<file path="src/rtl/alu_operand_skid.sv">
`default_nettype none
// ============================================================================
//  Module   : alu_operand_skid
//  Purpose  : Two-entry registered skid buffer in front of the ALU datapath.
//             Carries a decoded ALU operation (opcode, shift amount, operands
//             A/B, destination tag) from decode/bypass to the ALU with a
//             valid/ready handshake. It sustains one operation per cycle, and
//             in_ready_o is a pure decode of registered state. The block also
//             supports a pipeline flush and keeps a wrapping count of issued
//             operations.
//  Ports    : clock_i       - sole clock, rising edge
//             reset_i       - synchronous reset, active low
//             flush_i       - drop buffered entries and the current input
//             in_valid_i / in_ready_o           - upstream handshake
//             in_op_i, in_shamt_i, in_A_i, in_B_i, in_tag_i - operation in
//             out_valid_o / out_ready_i         - ALU-side handshake
//             out_op_o, out_shamt_o, out_A_o, out_B_o, out_tag_o - main entry
//             occupancy_o   - entries held (0..2)
//             issued_count_o- completed output handshakes, modulo 2^CNT_W
//  Revision : 1.0 - initial release
// ============================================================================
module alu_operand_skid #(
    parameter int DATA_W = 32,
    parameter int TAG_W  = 5,
    parameter int CNT_W  = 16
) (
    input  logic              clock_i,
    input  logic              reset_i,
    input  logic              flush_i,
    input  logic              in_valid_i,
    output logic              in_ready_o,
    input  logic [4:0]        in_op_i,
    input  logic [4:0]        in_shamt_i,
    input  logic [DATA_W-1:0] in_A_i,
    input  logic [DATA_W-1:0] in_B_i,
    input  logic [TAG_W-1:0]  in_tag_i,
    output logic              out_valid_o,
    input  logic              out_ready_i,
    output logic [4:0]        out_op_o,
    output logic [4:0]        out_shamt_o,
    output logic [DATA_W-1:0] out_A_o,
    output logic [DATA_W-1:0] out_B_o,
    output logic [TAG_W-1:0]  out_tag_o,
    output logic [1:0]        occupancy_o,
    output logic [CNT_W-1:0]  issued_count_o
);

    localparam int ENTRY_W = 5 + 5 + DATA_W + DATA_W + TAG_W;

    typedef enum logic [1:0] {
        S_EMPTY = 2'd0,
        S_ONE   = 2'd1,
        S_FULL  = 2'd2
    } state_t;

    state_t             state_q;
    state_t             state_d;
    logic               in_ready_q;
    logic               out_valid_q;
    logic [1:0]         occupancy_q;
    logic [CNT_W-1:0]   count_q;
    logic [ENTRY_W-1:0] main_q;
    logic [ENTRY_W-1:0] skid_q;

    logic               push;
    logic               pop;
    logic               load_main_in;
    logic               load_main_skid;
    logic               load_skid;
    logic [ENTRY_W-1:0] in_entry;

    assign in_entry = {in_op_i, in_shamt_i, in_A_i, in_B_i, in_tag_i};

    // in_ready_q is registered alongside the state, so ALU-side ready has
    // no combinational route back to the decode stage.
    assign push = in_valid_i & in_ready_q;
    assign pop  = out_valid_q & out_ready_i;

    always_comb begin
        state_d        = state_q;
        load_main_in   = 1'b0;
        load_main_skid = 1'b0;
        load_skid      = 1'b0;
        if (flush_i) begin
            // A pop in this cycle is still counted; a push is discarded.
            state_d = S_EMPTY;
        end else begin
            case (state_q)
                S_EMPTY: begin
                    if (push) begin
                        state_d      = S_ONE;
                        load_main_in = 1'b1;
                    end
                end
                S_ONE: begin
                    if (push && pop) begin
                        load_main_in = 1'b1;
                    end else if (push) begin
                        state_d   = S_FULL;
                        load_skid = 1'b1;
                    end else if (pop) begin
                        state_d = S_EMPTY;
                    end
                end
                S_FULL: begin
                    if (pop) begin
                        state_d        = S_ONE;
                        load_main_skid = 1'b1;
                    end
                end
                default: begin
                    state_d = S_EMPTY;
                end
            endcase
        end
    end

    always_ff @(posedge clock_i) begin
        if (!reset_i) begin
            state_q     <= S_EMPTY;
            in_ready_q  <= 1'b1;
            out_valid_q <= 1'b0;
            occupancy_q <= 2'd0;
            count_q     <= '0;
            main_q      <= '0;
            skid_q      <= '0;
        end else begin
            state_q     <= state_d;
            in_ready_q  <= (state_d != S_FULL);
            out_valid_q <= (state_d != S_EMPTY);
            case (state_d)
                S_ONE:   occupancy_q <= 2'd1;
                S_FULL:  occupancy_q <= 2'd2;
                default: occupancy_q <= 2'd0;
            endcase
            if (pop) begin
                count_q <= count_q + CNT_W'(1);
            end
            if (load_main_in) begin
                main_q <= in_entry;
            end else if (load_main_skid) begin
                main_q <= skid_q;
            end
            if (load_skid) begin
                skid_q <= in_entry;
            end
        end
    end

    assign in_ready_o     = in_ready_q;
    assign out_valid_o    = out_valid_q;
    assign occupancy_o    = occupancy_q;
    assign issued_count_o = count_q;
    assign {out_op_o, out_shamt_o, out_A_o, out_B_o, out_tag_o} = main_q;

endmodule
`default_nettype wire

</file>
<file path="config.mk">
export PLATFORM = sky130hd
export DESIGN_NAME = alu_operand_skid
export DESIGN_NICKNAME = d
export VERILOG_FILES = /design/src/rtl/alu_operand_skid.sv
export SDC_FILE = /design/constraint.sdc
export NUM_CORES = 1
export LEC_CHECK = 0
export ABC_AREA = 1
export BUFFER_PORTS_ARGS = -buffer_cell sky130_fd_sc_hd__buf_2
export CORE_MARGIN = 1
export CORE_UTILIZATION = 49
export CTS_CLUSTER_SIZE = 10
export DETAILED_ROUTE_END_ITERATION = 8
export MAX_ROUTING_LAYER = met4
export PLACE_DENSITY = 0.76
export REMOVE_ABC_BUFFERS = 1
export SLEW_MARGIN = 5
export SYNTH_ARGS = -nofsm -noshare
export SYNTH_HDL_FRONTEND = slang
export SYNTH_SLANG_ARGS = --single-unit
</file>
<file path="constraint.sdc">
create_clock -name clock_i -period 1.25 [get_ports clock_i]
set_input_delay 0.125 -clock clock_i [delete_from_list [all_inputs] [get_ports clock_i]]
set_output_delay 0.125 -clock clock_i [all_outputs]
set_load 0.02 [all_outputs]
</file>
# Yosys cells after proc, flatten, opt, wreduce, memory -nomap -nowiden
# Index checks and enable logic that the tools add are counted.
[word_totals]
register_bits = 180
input_bits = 84
out_inout_bits = 99
elab_cells = 39
[op_classes]
add_sub_neg = 1
eq_ne = 5
muxes = 20
bitwise_logic = 2
reduce_logical = 4
[ops]
columns = ["op", "n"]
rows = [
  ["2-to-1 mux 79 bit", 2],
  ["adder 16 x 1 -> 16 bit, second input constant", 1],
  ["2-to-1 mux 2 bit", 6],
  ["2-to-1 mux 1 bit", 9],
  ["case mux 2 bit (3 select lines)", 1],
  ["== test 2 x 1 -> 1 bit, second input constant", 2],
  ["== test 2 bit, second input constant", 2],
  ["case mux 2 bit (2 select lines)", 1],
  ["nonzero test 2 bit", 2],
  ["AND 1 bit", 2],
  ["logical NOT 2 bit", 1],
  ["!= test 2 bit, second input constant", 1],
  ["case mux 1 bit (2 select lines)", 1],
  ["logical AND 1 bit", 1],
]

# Depth between registers and ports, before layout
# Gate-level depths: netlist (run 1).
[depth]
ltp_word = 8
depth_mapped = 11
mapped_depth_nobuf = 9

# Least setup slack after synthesis (run 1)
# No wires, ideal clock.
[synth_path]
path_type = "register to register"
start = "register out_valid_q (netlist: out_valid_o)"
end = "register main_q[51]"
setup_ps = 109
arrival_ps = 1433
required_ps = 1141
setup_slack_ps = -292
stages_incl_launch_ff = 10
path_buffers = 2
period_less_slack_ps = 1542
cell_sequence = "dfxtp_1 -> nand2_1 -> inv_1 -> nand3_2 -> buf_2 -> buf_2 -> nand2_1 -> nand3_1 -> nand2_1 -> inv_1"
[synth_via]
elab_chain_cells = 6
elab_cells_between_ends = 10
cone_classes = "7 x mux; 1 x bitwise; 2 x reduce/logical"
[synth_lines]
columns = ["item", "line_no", "text"]
rows = [
  ["start, declared", "59", "logic out_valid_q;"],
  ["start signal, assigned", "130", "out_valid_q <= (state_d != S_EMPTY);"],
  ["AND 1 bit (*)", "77", "assign pop = out_valid_q & out_ready_i;"],
  ["logical AND 1 bit", "96", "if (push && pop) begin"],
  ["2-to-1 mux 1 bit", "96", ""],
  ["case mux 1 bit (2 select lines)", "88", "case (state_q)"],
  ["2-to-1 mux 1 bit", "84", "if (flush_i) begin"],
  ["2-to-1 mux 79 bit / nonzero test 2 bit (equally long branches)", "-", ""],
  ["end signal, assigned", "140", "main_q <= in_entry;"],
  ["end signal, assigned", "142", "main_q <= skid_q;"],
  ["end, declared", "62", "logic [ENTRY_W-1:0] main_q;"],
]
# Mark *: on every way between the ends. The rest lies on a longest branch, timed or not.
# A chain may end at the register's enable or synchronous reset.

# Final worst setup path (run 1)
[layout_path]
start = "register state_q[1]"
end = "register skid_q[40]"
[layout_via]
elab_chain_cells = 3
[layout_lines]
columns = ["item", "line_no", "text"]
rows = [
  ["start, declared", "56", "state_t state_q;"],
  ["start signal, assigned", "128", "state_q <= state_d;"],
  ["== test 2 x 1 -> 1 bit", "88", ""],
  ["2-to-1 mux 1 bit", "88", ""],
  ["2-to-1 mux 1 bit", "84", ""],
  ["end signal, assigned", "145", "skid_q <= in_entry;"],
  ["end, declared", "63", "logic [ENTRY_W-1:0] skid_q;"],
]
# No other way between the ends.

==> impl_metrics.env, run 1 <==
export IMPL_die_x_um=131
export IMPL_period_minus_slack_ps=1490
export IMPL_io_pins=183
export IMPL_tritoncts="built"
export IMPL_leakagePower_nw=6.74
export IMPL_numClockSinks=180
export IMPL_ant_nets=0
export IMPL_clk_pin_slew_ps=70
export IMPL_synth_compound_area_share_pct=10.8
export IMPL_synth_adder_area_share_pct=0.155
export IMPL_rsz0062_at_grt="yes"
export IMPL_hold_class="in -> reg"
export IMPL_cp_slowest_cell="dfxtp_2"
export IMPL_ys_types=23
export IMPL_peakVddDrop_uv=967
export IMPL_dr_pass1_iters=7
export IMPL_clock_skew_ps=7.30
export IMPL_drc=0
export IMPL_drv_slew=0
export IMPL_synth_area_sq_um=8100
export IMPL_synthTopCellsByArea="dfxtp_1 (44%), nand2_1 (20%), inv_1 (12%), nand3_1 (5.4%), a21oi_1 (5.3%)"
export IMPL_antenna_found_initial=0
export IMPL_grt_first_pass_wirelength_um=38400
export IMPL_hold_violations=0
export IMPL_post_synth_top_count_cell="nand2_1"
export IMPL_ys_seq_area_share_pct=44.5
export IMPL_synth_cells=1244
export IMPL_synthSimpleGateAreaFrac_pct=28.1
export IMPL_required_ps=1610
export IMPL_core_area_sq_um=16000
export IMPL_vias_per_cell=4.96
export IMPL_area_growth_pct=45.8
export IMPL_met3_usage_pct=4.52
export IMPL_num_antenna_cells=0
export IMPL_cp_end_kind="flop"
export IMPL_overflow=0
export IMPL_grt_pass1_vias=8077
export IMPL_postSynthAreaPerCell_sq_um=6.51
export IMPL_ys_warn_count=0
export IMPL_status="finished with violations"
export IMPL_busiest_layer="met2"
export IMPL_place_congestion=0.844
export IMPL_path_max_fanout=6
export IMPL_setup_tns_ps=-31380
export IMPL_first_iter_violations=526
export IMPL_holdWs_ps=62.0
export IMPL_synth_xor_area_share_pct=0.216
export IMPL_dpl_worst_slack_ps=-219
export IMPL_dp_hpwl_um=12900
export IMPL_wl_per_cell_um=14.4
export IMPL_cts_htree_levels=4
export IMPL_setup_viol=159
export IMPL_power_density_nw_per_um2=1200
export IMPL_placementRows=46
export IMPL_yosysTopAreaCellShare_pct=44.5
export IMPL_critPathKind="reg -> reg"
export IMPL_gr_usage_all_layers_pct=29.8
export IMPL_synth_edf_count=0
export IMPL_synth_top_family_by_area="simple AND/OR/NAND/NOR gates"
export IMPL_grt_met1_usage_pct=35.1
export IMPL_slew_headroom_pct=71.8
export IMPL_max_freq_ghz=0.670
export IMPL_die_area_sq_um=17000
export IMPL_synthArstFlopShare_pct=0
export IMPL_nets=1617
export IMPL_path_cells="nor2_4 > nand3_4 > nor2_4 > buf_6 > buf_6 > clkbuf_16 > o21ai_1 > a21oi_1"
export IMPL_drv_cap=0
export IMPL_slowest_delay_ps=340
export IMPL_initial_utilization_pct=50.6
export IMPL_clkLatencyLatePin_ps=430
export IMPL_cts_buffer_depth=2
export IMPL_cts_buffers=17
export IMPL_synth_largest_area_cell="dfxtp_1"
export IMPL_grt_max_degree=67
export IMPL_die_h_um=131
export IMPL_crit_arrival_ps=1850
export IMPL_fin_ws_ps=-243
export IMPL_port_buffers=182
export IMPL_muxShareOfSynthArea_pct=0
export IMPL_clock_root_buffer="clkbuf_16"
export IMPL_violations="negative setup slack"
export IMPL_fin_crit_sh_pct=119
export IMPL_vias=8732
export IMPL_synth_flop_cell="dfxtp_1"
export IMPL_grt_util_met2_pct=50.1
export IMPL_worstSetupStartpointType="flop"
export IMPL_synth_commonest_cells="nand2_1 (427), inv_1 (257), dfxtp_1 (180), nand3_1 (88), a21oi_1 (86)"
export IMPL_routed_wl_um=25300
export IMPL_drive_gt1_share_pct=24.0
export IMPL_worst_slew_pin_slew_ps=418
export IMPL_synth_seq_cells=180
-- critical path: cells and delay by family, from the launching register on --
family                 cells  cell delay, ps
buffers and inverters      3             460
DFF                        1             340
and+or+nand+nor            3             470
AOI/OAI and AO/OA          2             170
-- layout make-up --
class,instances,area [sq um]
Sequential cell,180,3620
Clock buffer,24,502
Multi-Input combinational cell,736,3460
Timing Repair Buffer,337,2880
Inverter,260,1010
Tap cell,216,270
Fill cell,1191,4190
Clock inverter,8,73.8
-- placed cells by master (no fill, tap or decap), types with 3 or more instances in the layout --
cell	Yosys	layout
nand2_1	427	405
inv_1	257	252
buf_2	28	181
dfxtp_1	180	171
a21oi_1	86	83
dlygate4sd3_1	0	79
nand3_1	88	64
o21ai_0	85	54
buf_4	2	29
o21ai_1	0	27
nor2_1	29	25
nand3_2	2	23
clkbuf_16	0	21
buf_12	0	20
nand2_2	1	18
buf_16	0	11
buf_6	6	10
dfxtp_2	0	8
nand2_4	0	5
inv_2	2	5
nand4_1	5	5
clkbuf_8	0	5
o21ai_2	0	4
clkinv_2	0	4
nor2_4	1	3
nand3_4	0	3
nor2_2	1	3
a21oi_2	0	3
nor3_1	5	3
buf_8	0	3
-- where the power goes --
| group | total, mW | switching (mW) | internal (mW) |
|---|---|---|---|
| Combinational | 2.69 | 1.50 | 1.19 |
| Sequential | 6.29 | 0.205 | 6.08 |
| Clock | 5.24 | 2.24 | 3.00 |
-- state kept, by name, indices dropped and copies added (netlist names) --
name	flops
skid_q	79
out_valid_o	1
occupancy_o	2
state_q	2
issued_count_o	16
main_q	79
in_ready_o	1
-- final timing paths --
kind                     startpoint                end  slack, ps  depth (start not counted)
setup reg to reg         state_q[1]         skid_q[40]       -240                          8
setup / recovery         state_q[1]         skid_q[40]       -240                          8
hold reg to reg   issued_count_o[4]  issued_count_o[4]        460                          1
hold / removal              reset_i         skid_q[68]         60                          3
-- logic make-up (layout without fill, tap and decap cells) --
family / after synthesis / after routing
fa+ha+maj: 1 / 1
simple gates: 560 / 560
buf+inv: 328 / 629
compound gates: 173 / 173
flops: 180 / 180
xor+xnor: 2 / 2
-- stage by stage --
| step | utilization, % | instance area (sq um) | power, mW | cells |
|---|---|---|---|---|
| after floorplan | - | 7750 | 7.55 | 1176 |
| after global placement | 58.7 | 9400 | 8.33 | 1614 |
| after detailed placement | 58.7 | 9400 | 8.38 | 1614 |
| after CTS | 71.7 | 11500 | 14.1 | 1756 |
| after global routing | 73.8 | 11800 | 14.8 | 1761 |
| final | 73.8 | 11800 | 14.2 | 1761 |
-- per-layer routing --
layer | wire [um] | vias up
met3 | 1650 | 68
met2 | 12600 | 368
li1 | - | 4315
met1 | 10300 | 3981
met5 | 0 | -
met4 | 689 | 0
-- what timing repair did --
action,4_1_cts,5_1_grt
resized for setup,72,96
setup endpoints to repair,160,170
hold buffers,79,0
pin swaps,5,13
hold endpoints to repair,79,0
gates cloned,14,4
buffers inserted,17,7
Note: power is estimated with default switching activity, not from simulation.
==> inputs of run 2 (changes only) <==
clock period = 1.35 ns   (was 1.25 ns; I/O delays follow)
==> impl_metrics.env, run 2 (same netlist as run 1, synthesis figures left out) <==
export IMPL_gr_usage_all_layers_pct=28.5
export IMPL_path_delay_family="simple AND/OR/NAND/NOR gates"
export IMPL_setup_tns_ps=-11650
export IMPL_antenna_found_initial=0
export IMPL_grt_max_degree=87
export IMPL_nets=1606
export IMPL_dr_pass1_iters=6
export IMPL_numClockSinks=180
export IMPL_port_buffers=182
export IMPL_status="finished with violations"
export IMPL_slew_headroom_pct=74.5
export IMPL_worst_slew_pin_slew_ps=383
export IMPL_fin_ws_ps=-182
export IMPL_cts_buffers=17
export IMPL_wl_met1_um=10400
export IMPL_dpl_cell_area_sq_um=9390
export IMPL_placementRows=46
export IMPL_cp_end_kind="flop"
export IMPL_drc=0
export IMPL_required_ps=1670
export IMPL_fin_util_pct=74.5
export IMPL_peakVddDrop_uv=926
export IMPL_power_density_nw_per_um2=1150
export IMPL_critPathKind="reg -> reg"
export IMPL_hold_class="in -> reg"
export IMPL_setup_worst_path_start="out_valid_o"
export IMPL_ant_nets=0
export IMPL_fill_cells=1175
export IMPL_wl_per_cell_um=14.8
export IMPL_rsz0062_at_grt="yes"
export IMPL_die_area_sq_um=17000
export IMPL_drive_gt1_share_pct=24.3
export IMPL_core_area_sq_um=16000
export IMPL_cp_slowest_cell="dfxtp_2"
export IMPL_leakagePower_nw=6.86
export IMPL_cp_buffers_inverters=5
export IMPL_clkLatencyLatePin_ps=420
export IMPL_worstSetupStartpointType="flop"
export IMPL_clk_pin_slew_ps=70
export IMPL_die_x_um=131
export IMPL_dpl_worst_slack_ps=-140
export IMPL_initial_utilization_pct=50.6
export IMPL_tritoncts="built"
export IMPL_die_h_um=131
export IMPL_crit_arrival_ps=1860
export IMPL_slowest_delay_ps=330
export IMPL_setup_viol=149
export IMPL_clock_skew_ps=5.65
export IMPL_holdWs_ps=28.2
export IMPL_grt_pass1_vias=7917
export IMPL_layout_common_cells="nand2_1 (398), inv_1 (251), buf_2 (181), dfxtp_1 (177), a21oi_1 (85)"
export IMPL_drv_cap=0
export IMPL_dp_hpwl_um=13000
export IMPL_cts_htree_levels=4
export IMPL_routed_top_layer="met4"
export IMPL_max_freq_ghz=0.653
export IMPL_clock_root_buffer="clkbuf_16"
export IMPL_overflow=0
export IMPL_violations="negative setup slack"
export IMPL_place_congestion=0.806
export IMPL_hold_violations=0
export IMPL_final_cell_area_sq_um=11900
export IMPL_grt_first_pass_wirelength_um=37200
export IMPL_mostFrequentLayoutCell="nand2_1"
export IMPL_period_minus_slack_ps=1530
export IMPL_vias=8890
export IMPL_io_pins=183
export IMPL_routed_wl_um=25900
export IMPL_num_antenna_cells=0
export IMPL_crit_reg2reg_launch="out_valid_o"
export IMPL_hp_start="in_A_i[14]"
export IMPL_path_max_fanout=6
export IMPL_cts_buffer_depth=2
export IMPL_first_iter_violations=690
export IMPL_path_cells="nand2_2 > nand2_4 > inv_2 > nor2_8 > buf_12 > buf_12 > nand2_2 > nand2_1 > inv_1 > nand2_1 > inv_1"
export IMPL_area_growth_pct=47.3
export IMPL_fin_crit_sh_pct=113
export IMPL_wl_met3_um=1900
export IMPL_vias_per_cell=5.08
export IMPL_dr_wl_met2_um=12600
export IMPL_drv_slew=0
==> run 2: cell types whose count changed in the layout (fill, tap and decap cells not counted), moves of 5 or more <==
cell / delta
dfxtp_1: +6
nand2_1: -7
nand3_1: -19
dfxtp_2: -5
buf_6: -5
o21ai_1: -12
nand3_2: +16
clkbuf_16: +8
buf_4: -11
o21ai_0: +15
nand2_2: +6
==> run 2: repair_timing <==
| item | CTS | global route |
|---|---|---|
| setup buffers | 8 | 3 |
| setup endpoints to repair | 158 | 163 |
| pin swaps | 3 | 26 |
| endpoints found under the hold margin | 78 | 0 |
| cloned | 7 | 14 |
| resized for setup | 37 | 120 |
| hold buffers | 78 | 0 |
==> run 2: area by class of cell <==
| class | instances | area, sq um | share of cell area [%] |
|---|---|---|---|
| repair buffers | 325 | 2840 | 23.8 |
| clock buffers | 25 | 505 | 4.24 |
| multi-input cells | 736 | 3560 | 29.9 |
| well taps | 216 | 270 | 2.27 |
| flip-flops and latches | 180 | 3610 | 30.2 |
| repair inverters | 1 | 11.3 | 0.0944 |
| clock inverters | 7 | 119 | 0.997 |
| inverters | 260 | 1010 | 8.45 |
==> run 2: worst reg2reg max path, cell delays in order, from the launching register on <==
cell and delay [ps]:
dfxtp_2 330, nand2_2 100, nand2_4 110, inv_2 70
nor2_8 180, buf_12 190, buf_12 160, nand2_2 60
nand2_1 80, inv_1 60, nand2_1 60, inv_1 40
==> run 2: per-layer routing <==
layer  GRT usage (%)  up-vias
li1                -     4295
met3            4.64       93
met2            47.4      428
met5               -        -
met4            13.0        0
met1            33.7     4074
==> run 2: final timing paths <==
check	endpoint	slack, ps	cells after the start
hold / removal	skid_q[51]	30	3
hold reg to reg	issued_count_o[6]	510	1
setup reg to reg	main_q[44]	-180	11
setup / recovery	main_q[44]	-180	11
==> run 2: per-stage QoR <==
stage,cells,total power [mW]
floorplan,1176,6.99
global placement,1610,7.72
detailed placement,1610,7.76
CTS,1735,13.3
global route,1750,14.2
finish,1750,13.7
==> run 2: power by group <==
part	switching, mW	internal, mW
combinational	1.44	1.14
clock	2.08	3.17
sequential	0.192	5.63
total	3.71	9.94
==> inputs of run 3 (changes only) <==
SETUP_SLACK_MARGIN = 0.5   (was not set)
==> impl_metrics.env, run 3 (same netlist as run 1, synthesis figures left out) <==
export IMPL_violations="negative setup slack"
export IMPL_power_density_nw_per_um2=1160
export IMPL_ant_nets=0
export IMPL_critPathKind="reg -> reg"
export IMPL_first_iter_violations=747
export IMPL_drc=0
export IMPL_cts_buffers=17
export IMPL_setup_viol=143
export IMPL_tritoncts="built"
export IMPL_placementRows=46
export IMPL_required_ps=1720
export IMPL_io_pins=183
export IMPL_setup_worst_path_start="state_q[1]"
export IMPL_fin_crit_sh_pct=108
export IMPL_wl_per_cell_um=14.1
export IMPL_seq_area_sq_um=3610
export IMPL_path_max_fanout=9
export IMPL_hp_start="in_A_i[14]"
export IMPL_gr_usage_all_layers_pct=28.6
export IMPL_antenna_found_initial=0
export IMPL_peakVddDrop_uv=923
export IMPL_mostFrequentLayoutCell="nand2_1"
export IMPL_status="finished with violations"
export IMPL_clock_root_buffer="clkbuf_16"
export IMPL_hold_class="in -> reg"
export IMPL_port_buffers=182
export IMPL_fin_util_pct=72.6
export IMPL_place_congestion=0.806
export IMPL_worst_slew_pin_slew_ps=364
export IMPL_routed_wl_um=24700
export IMPL_dp_hpwl_um=13000
export IMPL_vias=8714
export IMPL_grt_max_degree=87
export IMPL_clk_pin_slew_ps=70
export IMPL_dr_pass1_iters=5
export IMPL_period_minus_slack_ps=1460
export IMPL_num_antenna_cells=0
export IMPL_vias_per_cell=4.99
export IMPL_cp_end_kind="flop"
export IMPL_fin_ws_ps=-113
export IMPL_initial_utilization_pct=50.6
export IMPL_grt_pass1_vias=7954
export IMPL_rrSetupSlack_ps=-110
export IMPL_area_growth_pct=43.5
export IMPL_leakagePower_nw=6.59
export IMPL_die_x_um=131
export IMPL_die_h_um=131
export IMPL_hold_violations=0
export IMPL_clkLatencyLatePin_ps=420
export IMPL_rsz0062_at_grt="yes"
export IMPL_grt_first_pass_wirelength_um=37300
export IMPL_crit_arrival_ps=1830
export IMPL_slew_headroom_pct=75.7
export IMPL_max_freq_ghz=0.683
export IMPL_die_area_sq_um=17000
export IMPL_drv_slew=0
export IMPL_clock_skew_ps=5.88
export IMPL_crit_reg2reg_launch="state_q[1]"
export IMPL_drive_gt1_share_pct=21.8
export IMPL_dpl_worst_slack_ps=-140
export IMPL_overflow=0
export IMPL_core_area_sq_um=16000
export IMPL_cts_htree_levels=4
export IMPL_worstSetupStartpointType="flop"
export IMPL_cts_buffer_depth=2
export IMPL_multi_input_area_sq_um=3350
export IMPL_drv_cap=0
export IMPL_nets=1602
export IMPL_layout_common_cells="nand2_1 (403), inv_1 (254), buf_2 (180), dfxtp_1 (171), nand3_1 (85)"
export IMPL_numClockSinks=180
export IMPL_fill_cells=1245
## run 3: cell type report
| class | instances | share of cell area, % |
|---|---|---|
| sequential | 180 | 31.1 |
| inverter | 260 | 8.53 |
| tap | 216 | 2.33 |
| clock buffer | 25 | 4.35 |
| timing repair buffer | 322 | 23.8 |
| multi-input combinational | 736 | 28.8 |
| clock inverter | 7 | 1.02 |
## run 3: routing by layer
layer,vias to the layer above,GRT usage (%),wire length [um]
met5,-,-,0
met4,0,13.4,811
met3,70,4.68,1630
met2,380,47.6,12000
met1,3976,33.7,10200
li1,4288,-,-
## run 3: path summary, 6_finish.rpt
check                      end  depth (start not counted)
max reg2reg         main_q[55]                          9
min                 skid_q[51]                          3
min reg2reg  issued_count_o[4]                          1
max                 main_q[55]                          9
## run 3: through the flow
stage	total power [mW]	cell area (sq um)	TNS, ps	instances	hold WS [ps]
floorplan	6.99	7750	-220410	1176	255
finish	13.5	11600	-8270	1746	23.5
global route	14.1	11600	-19750	1746	26.1
CTS	13.3	11200	-5960	1735	2.67
detailed placement	7.76	9390	-15040	1610	393
global placement	7.72	9390	-7280	1610	387
## run 3: where the power goes
part	switching, mW	leakage, nW	internal, mW
logic	1.35	4.82	1.08
clock network	2.10	0.300	3.17
registers	0.190	1.47	5.63
## run 3: worst max-delay path: stages, from the launching register on
cell and delay [ps]:
dfxtp_2 340, nor2_4 110, nand3_4 150, nor2_8 170, buf_12 190, inv_12 80
clkbuf_16 180, nand3_1 70, nand2_1 60, inv_1 50
## run 3: timing repair
action / in CTS / in global routing
hold buffers: 78 / 0
setup endpoints to repair: 279 / 279
pin swaps: 11 / 5
resized for setup: 57 / 73
endpoints found under the hold margin: 78 / 0
gates cloned: 7 / 9
setup buffers: 8 / 2
